File: src/rtl/spi_ram_pkg.sv
// Shared opcodes, error-bit indices, read FSM encoding and command layout
// for the SPI RAM controller.
package spi_ram_pkg;

   localparam int unsigned CMD_W  = 2;
   localparam int unsigned DATA_W = 8;
   localparam int unsigned WORD_W = CMD_W + DATA_W;
   localparam int unsigned ERR_W  = 3;

   localparam logic [CMD_W-1:0] CMD_WR_ADDR = 2'b00;
   localparam logic [CMD_W-1:0] CMD_WR_DATA = 2'b01;
   localparam logic [CMD_W-1:0] CMD_RD_ADDR = 2'b10;
   localparam logic [CMD_W-1:0] CMD_RD_DATA = 2'b11;

   localparam int unsigned ERR_NO_WADDR = 0;
   localparam int unsigned ERR_RD       = 1;
   localparam int unsigned ERR_RANGE    = 2;

   typedef enum logic [1:0] {
      ST_IDLE    = 2'd0,
      ST_RD_WAIT = 2'd1,
      ST_RD_OUT  = 2'd2
   } rd_state_e;

   typedef struct packed {
      logic [CMD_W-1:0]  op;
      logic [DATA_W-1:0] payload;
   } cmd_t;

endpackage

File: src/rtl/sp_ram_array.sv
// Single-port byte RAM: synchronous write, registered synchronous read.
// Only the read-data register is reset; the storage itself is not.
module sp_ram_array
   import spi_ram_pkg::*;
#(
   parameter int unsigned DEPTH = 256,
   parameter int unsigned AW    = 8
) (
   input  logic              clk,
   input  logic              rst_n,
   input  logic              we,
   input  logic              re,
   input  logic [AW-1:0]     addr,
   input  logic [DATA_W-1:0] wdata,
   output logic [DATA_W-1:0] rdata
);

   logic [DATA_W-1:0] mem [DEPTH];

   always_ff @(posedge clk) begin
      if (we) begin
         mem[addr] <= wdata;
      end
   end

   always_ff @(posedge clk) begin
      if (!rst_n) begin
         rdata <= '0;
      end else if (re) begin
         rdata <= mem[addr];
      end
   end

endmodule

File: src/rtl/spi_ram_ctrl.sv
// Command decoder behind the SPI slave: address pointers with auto-increment,
// fixed-latency reads into tx_data, and sticky protocol-error flags.
module spi_ram_ctrl
   import spi_ram_pkg::*;
#(
   parameter int unsigned MEM_DEPTH  = 256,
   parameter int unsigned ADDR_SIZE  = 8,
   parameter int unsigned RD_LATENCY = 1
) (
   input  logic              clk,
   input  logic              rst_n,
   input  logic [WORD_W-1:0] din,
   input  logic              rx_valid,
   input  logic              err_clr,
   output logic [DATA_W-1:0] dout,
   output logic              tx_valid,
   output logic [ERR_W-1:0]  err
);

   cmd_t                  cmd_c;
   logic                  in_range_c;
   logic                  wr_accept_c;
   logic                  rd_accept_c;
   logic [ERR_W-1:0]      err_set_c;
   logic [ADDR_SIZE-1:0]  ram_addr_c;

   rd_state_e             state;
   logic [ADDR_SIZE-1:0]  wr_ptr;
   logic [ADDR_SIZE-1:0]  rd_ptr;
   logic                  wr_vld;
   logic                  rd_vld;
   logic [DATA_W-1:0]     dout_q;
   logic [DATA_W-1:0]     ram_rdata;

   function automatic logic [ADDR_SIZE-1:0] ptr_inc(input logic [ADDR_SIZE-1:0] p);
      return (p == ADDR_SIZE'(MEM_DEPTH - 1)) ? '0 : p + ADDR_SIZE'(1);
   endfunction

   assign cmd_c      = cmd_t'(din);
   assign in_range_c = (9'(cmd_c.payload) < 9'(MEM_DEPTH));

   // Command decode and error-set conditions
   always_comb begin
      wr_accept_c = 1'b0;
      rd_accept_c = 1'b0;
      err_set_c   = '0;
      if (rx_valid) begin
         unique case (cmd_c.op)
            CMD_WR_ADDR: err_set_c[ERR_RANGE] = !in_range_c;
            CMD_WR_DATA: begin
               wr_accept_c            = wr_vld;
               err_set_c[ERR_NO_WADDR] = !wr_vld;
            end
            CMD_RD_ADDR: err_set_c[ERR_RANGE] = !in_range_c;
            CMD_RD_DATA: begin
               rd_accept_c       = rd_vld && (state == ST_IDLE);
               err_set_c[ERR_RD] = !(rd_vld && (state == ST_IDLE));
            end
            default: ;
         endcase
      end
   end

   // Data is captured from the RAM on acceptance, so a later write cannot corrupt it
   assign ram_addr_c = rd_accept_c ? rd_ptr : wr_ptr;

   sp_ram_array #(
      .DEPTH (MEM_DEPTH),
      .AW    (ADDR_SIZE)
   ) u_ram (
      .clk   (clk),
      .rst_n (rst_n),
      .we    (wr_accept_c),
      .re    (rd_accept_c),
      .addr  (ram_addr_c),
      .wdata (cmd_c.payload),
      .rdata (ram_rdata)
   );

   always_ff @(posedge clk) begin
      if (!rst_n) begin
         state    <= ST_IDLE;
         tx_valid <= 1'b0;
         dout_q   <= '0;
         wr_ptr   <= '0;
         rd_ptr   <= '0;
         wr_vld   <= 1'b0;
         rd_vld   <= 1'b0;
         err      <= '0;
      end else begin
         tx_valid <= 1'b0;

         unique case (state)
            ST_IDLE: begin
               if (rd_accept_c) begin
                  if (RD_LATENCY == 2) begin
                     state <= ST_RD_WAIT;
                  end else begin
                     state    <= ST_RD_OUT;
                     tx_valid <= 1'b1;
                  end
               end
            end
            ST_RD_WAIT: begin
               state    <= ST_RD_OUT;
               tx_valid <= 1'b1;
               dout_q   <= ram_rdata;
            end
            ST_RD_OUT: state <= ST_IDLE;
            default:   state <= ST_IDLE;
         endcase

         if (rx_valid && (cmd_c.op == CMD_WR_ADDR) && in_range_c) begin
            wr_ptr <= cmd_c.payload[ADDR_SIZE-1:0];
            wr_vld <= 1'b1;
         end else if (wr_accept_c) begin
            wr_ptr <= ptr_inc(wr_ptr);
         end

         if (rx_valid && (cmd_c.op == CMD_RD_ADDR) && in_range_c) begin
            rd_ptr <= cmd_c.payload[ADDR_SIZE-1:0];
            rd_vld <= 1'b1;
         end else if (rd_accept_c) begin
            rd_ptr <= ptr_inc(rd_ptr);
         end

         // Set beats clear on the same bit
         err <= (err_clr ? '0 : err) | err_set_c;
      end
   end

   // Single-edge latency returns the RAM read register directly
   assign dout = (RD_LATENCY == 1) ? ram_rdata : dout_q;

endmodule

File: config.mk
export PLATFORM = sky130hd
export DESIGN_NAME = spi_ram_ctrl
export DESIGN_NICKNAME = d
export VERILOG_FILES = /design/src/rtl/spi_ram_pkg.sv /design/src/rtl/sp_ram_array.sv /design/src/rtl/spi_ram_ctrl.sv
export SDC_FILE = /design/constraint.sdc
export NUM_CORES = 2
export LEC_CHECK = 0
export CAP_MARGIN = 20
export CORE_ASPECT_RATIO = 0.7
export CORE_MARGIN = 4
export CORE_UTILIZATION = 55
export CTS_CLUSTER_SIZE = 30
export DETAILED_ROUTE_END_ITERATION = 16
export PLACE_DENSITY = 0.8
export SLEW_MARGIN = 40
export SYNTH_ARGS = -nofsm -noshare
export SYNTH_HDL_FRONTEND = slang
export SYNTH_SLANG_ARGS = --single-unit
export TNS_END_PERCENT = 5
File: constraint.sdc
create_clock -name clk -period 3.76 [get_ports clk]
set_input_delay 0.94 -clock clk [delete_from_list [all_inputs] [get_ports clk]]
set_output_delay 0.94 -clock clk [all_outputs]
set_load 0.05 [all_outputs]
* Yosys cells after proc, flatten, opt, wreduce, memory -nomap -nowiden *
Memory sizes are Yosys's and may differ from the RTL's. A register that Yosys moved wholly into a read port is not among the register bits.
Index checks and enable logic that the tools add are counted.

word-level totals
  register bits = 24
  bits in writable memories = 2,048
  input bits = 14
  output and inout bits = 12
  memories = 1

memories
  name       words  width  read ports  clocked after Yosys merged registers in  write ports  line                source
  u_ram.mem  256    8      1           1                                        1            sp_ram_array.sv:18  logic [DATA_W-1:0] mem [DEPTH];

operators by class
  add/sub/neg operators = 2
  equal/unequal tests = 7
  muxes and demuxes = 21
  bitwise gates (word level) = 1
  reductions and logical operators = 10

operator list
  kind                                           count
  2-to-1 mux 8 bit                               7
  adder 8 x 1 -> 8 bit, second input constant    2
  == test 8 bit, second input constant           2
  2-to-1 mux 1 bit                               9
  == test 2 x 1 -> 1 bit, second input constant  2
  == test 2 bit, second input constant           2
  logical NOT 2 bit                              2
  2-to-1 mux 2 bit                               2
  one-hot mux 2 bit (2 select lines)             1
  nonzero test 2 bit                             2
  logical AND 1 bit                              3
  logical NOT 1 bit                              3
  2-to-1 mux 3 bit                               1
  bitwise OR 3 x 2 -> 3 bit                      1
  inequality test 2 bit, second input constant   1
  one-hot mux 1 bit (2 select lines)             1

* Depth between registers and ports, before layout *
  depth after elaboration = 6
  depth in mapped cells = 15
  depth with buffers taken out = 9

* By module *
A second synthesis with hierarchy kept.

second synthesis, totals
  cells, all modules = 3,857
  area, all modules = 80,579.8 um^2

by module, submodules not included
  module        times used  cells an instance  area an instance (um^2)  sequential area each (um^2)
  sp_ram_array  1           3,672              79,236.0                 61,659.1
  spi_ram_ctrl  1           185                1,343.8                  440.4

* Least setup slack after synthesis *
Ideal clock, no wire load.

  path type = input-to-reg
  start point = input rx_valid
  end point = memory u_ram.mem[160][0], enable pin
  library setup time = 0.383 ns
  arrival = 3.665 ns
  required time = 3.377 ns
  setup slack = -0.288 ns
  stages on the path = 11
  buffers on the path = 5
  cells stage by stage = and3_1 -> buf_4 -> nand2_1 -> buf_2 -> buf_1 -> buf_1 -> nand3_1 -> o21ai_1 -> nand3_1 -> clkbuf_1 -> nor3_1

on the way
  cells in the longest elaborated chain, start to end = 3

ends and longest elaborated chain
  item                                    line                source
  start: declaration                      spi_ram_ctrl.sv:13  input logic rx_valid,
  2-to-1 mux 1 bit                        spi_ram_ctrl.sv:47  if (rx_valid) begin
  2-to-1 mux 1 bit                        sp_ram_array.sv:21  if (we) begin
  2-to-1 mux 1 bit (not written as such)  sp_ram_array.sv:22  mem[addr] <= wdata;
  end: declaration                        sp_ram_array.sv:18

Parallel ways exist; a longest one is shown, timed or not.

* Final worst setup path *
  start point = register rd_vld
  end point = register u_ram.rdata[2] (read register of u_ram.mem)

on the way
  cells in the longest elaborated chain, start to end = 4

ends and longest elaborated chain
  item                      line                 source
  start: declaration        spi_ram_ctrl.sv:31   logic rd_vld;
  start signal: assignment  spi_ram_ctrl.sv:88   rd_vld <= 1'b0;
  start signal: assignment  spi_ram_ctrl.sv:122  rd_vld <= 1'b1;
  logical AND 1 bit *       spi_ram_ctrl.sv:56   rd_accept_c = rd_vld && (state == ST_IDLE);
  2-to-1 mux 1 bit *        spi_ram_ctrl.sv:48   unique case (cmd_c.op)
  2-to-1 mux 1 bit *        spi_ram_ctrl.sv:47
  2-to-1 mux 8 bit          spi_ram_ctrl.sv:65   assign ram_addr_c = rd_accept_c ? rd_ptr : wr_ptr;
  end: declaration          sp_ram_array.sv:15   output logic [DATA_W-1:0] rdata

Mark *: on every way between the ends. The rest lies on a longest branch, timed or not.
A chain may end at the register's enable or synchronous reset.

==> summary.md <==
| Metric | Value |
|---|---|
| Port bufs | `24` |
| Core area | `151,000 um2` |
| Worst skew pair latency | `0.86 ns` |
| Reg-to-reg slack, setup | `0.05 ns` |
| Crit Path Max Fanout | `22` |
| GR Util All Layers | `34.0%` |
| Critical path's largest stage delay | `0.42 ns` |
| Placed cell count | `7,914` |
| Critical Path AT | `4.42 ns` |
| Most area-hungry cell type in the Yosys netlist | `edfxtp_1` |
| CP Launch Point | `rd_vld` |
| Cts hold-fix bufs | `0` |
| Most frequent cell after synthesis | `edfxtp_1` |
| Total gr overflow | `0` |
| Die W | `473 um` |
| Slew HR | `35.6%` |
| Initial core utilization | `55.4%` |
| Finished Layout Cells | `8,275` |
| Drt initial violations | `11,500` |
| DR DRC count | `0` |
| Via density | `6.87` |
| First-pass GRT wire length | `386,000 um` |
| R2R Path End | `u_ram.rdata[2]` |
| R2R cell count | `13` |
| Status | `completed` |
| Clk root buf | `clkbuf_16` |
| Die area | `158,000 um2` |
| FMAX | `0.269 GHz` |
| Post-Syn Instances | `5,154` |
| Syn_area_per_cell | `16.2 um2` |
| Via count | `56,800` |
| Ys flop type | `edfxtp_1` |
| Pwr Density | `456 nW/um2` |
| Worst-path clk slew | `0.07 ns` |
| CP dominant cell by count | `buf_4` |
| #FFs+latches synth | `2,078` |
| Post-synth top area share | `73.8%` |
| Number of iterations in the first detailed-routing pass | `7` |
| Max stage delay cell, worst path | `dfxtp_1` |
| Layout cell share with drive strength beyond 1 | `26.9%` |
| Mapped cell area | `83,300 um2` |
| Final critical-path required period | `3.71 ns` |
| HPWL after DPL | `183,000 um` |
| Seq/Total Area, Yosys | `74.5%` |
| Commonest cells in the netlist | `2,048 x edfxtp_1, 419 x mux2i_1, 392 x nand2_1, 267 x nor2_1, 222 x o22ai_1` |
| Initial antenna violation count | `13` |
| Type of element capturing the critical path | `flop` |
| Layout Skew | `0.0825 ns` |
| # rows | `119` |
| Share of flip-flops with an asynchronous set or reset | `0%` |
| Clock Tree Buf Depth | `3` |
| Static leakage | `0.0349 uW` |
| Syn nets | `5,170` |
| Area delta synth->final | `21.8%` |
| Buffer and inverter count on the worst path | `5` |
| Final count of pins violating max slew | `0` |
| Height of the chip | `334 um` |
| Tcrit/Tclk final | `98.8%` |
| Final Power | `46,200 uW` |
| FF-to-FF Start | `rd_vld` |
| Worst slew pin tran | `0.965 ns` |
| Number of global-route vias before repair | `53,900` |
| Final setup viols | `0` |
| CTS tree | `done` |
| HP Start | `din[2]` |
| Clock tree sinks | `2,078` |
| Top post-synthesis cells by area | `edfxtp_1 74%, mux2i_1 5.0%, mux4_2 3.8%` |
| Critical Path Source Type | `flop` |
| # H-tree levels | `4` |
| Hold crit path type | `in -> reg` |
| Detail Route Antenna Nets | `0` |
| CP delay by family, top | `simple AND/OR/NAND/NOR gates` |
| Crit-path cells | `and2b_4, nand3_1, nand2_8, buf_12, buf_4, buf_12, mux4_2, a22oi_1, nand4_1, buf_4, a2111oi_2, buf_4, a31oi_1` |
| # IOs | `26` |
| Critical path required time | `4.47 ns` |
| Final Hold Viols | `0` |
| Core Util, Final | `67.4%` |
| Worst Hold Path Cells | `1` |
| Placer's final routability congestion estimate | `0.980` |
| Yosys warnings | `0` |
| Hold Path End | `u_ram.mem[59][2]` |
| Count of cell types in the netlist | `90` |
| Largest net degree at the start of global routing | `116` |
| NumNets Final | `6,134` |
| Max_cap viols | `0` |
| Final WL | `274,000 um` |
| Max IR drop VDD | `0.672 mV` |
| DR WL/cell | `33.2 um` |
| CP Class | `reg -> reg` |
| EDFF count, synth | `2,048` |
| CTS Buf Count | `181` |
[final cells by class]
cell class	count	area [um2]
Sequential cell	2078	62100
Fill cell	9308	49100
Multi-Input combinational cell	2697	20400
Timing Repair Buffer	1149	10600
Clock buffer	222	4790
Tap cell	1996	2500
Clock inverter	112	968
Inverter	11	41.3
Antenna cell	10	25.0
[layer usage]
metal  share of wire [%]  wire length (um)  track usage, %
met4                 4.8             13200            14.2
met5               0.065               179               0
met2                  42            115000            47.4
met3                  18             49000            13.8
met1                  35             97100            47.8
[layout by cell type, fill, tap and decap left out, types with 31 or more instances in the layout]
master     instances
nand2_1          388
a31oi_1           31
buf_12           133
mux4_2           141
o22ai_1          219
o21ai_0          155
mux2i_1          415
nand3_1          106
a22oi_1           72
clkinv_2          37
clkinv_1          43
nor3_1            75
a21oi_1          148
a211oi_1          77
clkbuf_1          33
edfxtp_1        2048
nand2b_1          60
a311oi_1          56
clkbuf_16        186
buf_4            963
nor2_1           248
[registers in the layout (all words and copies together) (netlist names)]
| signal | flops |
|---|---|
| wr_vld | 1 |
| wr_ptr | 8 |
| u_ram.mem | 2048 |
| rd_vld | 1 |
| u_ram.rdata | 8 |
| state | 1 |
| err | 2 |
| rd_ptr | 8 |
| tx_valid | 1 |
[logic make-up (layout without fill, tap and decap cells)]
logic type	after synthesis	after routing	synth area share, %
adder cells (fa/ha/maj)	2	2	0.0300
flip-flops	2078	2078	74.5
multiplexers	567	567	8.94
other	1	11	0.00450
AND/OR/NAND/NOR	1062	1063	5.78
buffers and inverters	380	1494	2.03
AO/OA/AOI/OAI	1063	1063	8.69
XOR/XNOR	1	1	0.0105
[what timing repair did]
item | in CTS | in global routing
gates cloned | 0 | 4
gates resized for setup | 25 | 91
buffers inserted | 1 | 9
pin swaps | 3 | 23
setup endpoints to repair | 8 | 8
[report_power, final]
group | internal (uW) | leakage, uW | total [uW] | switching [uW]
logic | 828 | 0.0135 | 2430 | 1600
clock network | 9700 | 0.00280 | 18400 | 8680
registers | 25400 | 0.0186 | 25400 | 19.0
[worst max-delay path by stage]
stage | end | slack (ns) | cells past startpoint
floorplan | u_ram.mem[111][0] | 0.003 | 11
global placement | u_ram.rdata[0] | -1.64 | 15
detailed placement | u_ram.rdata[0] | -1.55 | 15
CTS | u_ram.rdata[4] | -0.02 | 14
global route | u_ram.rdata[2] | -0.009 | 14
finish | u_ram.rdata[2] | 0.05 | 13
[stage by stage]
stage / setup slack [ns] / TNS, ns / hold WS (ns) / cell area, um2
6_report: 0.0463 / 0 / 0.474 / 101000
5_1_grt: -0.00862 / -0.00862 / 0.466 / 101000
4_1_cts: -0.0227 / -0.0637 / 0.583 / 101000
3_5_place_dp: -1.55 / -760.11 / 0.553 / 94900
3_3_place_gp: -1.64 / -718.99 / 0.529 / 94900
2_1_floorplan: 0.00259 / 0 / 0.457 / 83600
(Power assumes the default switching activity.)
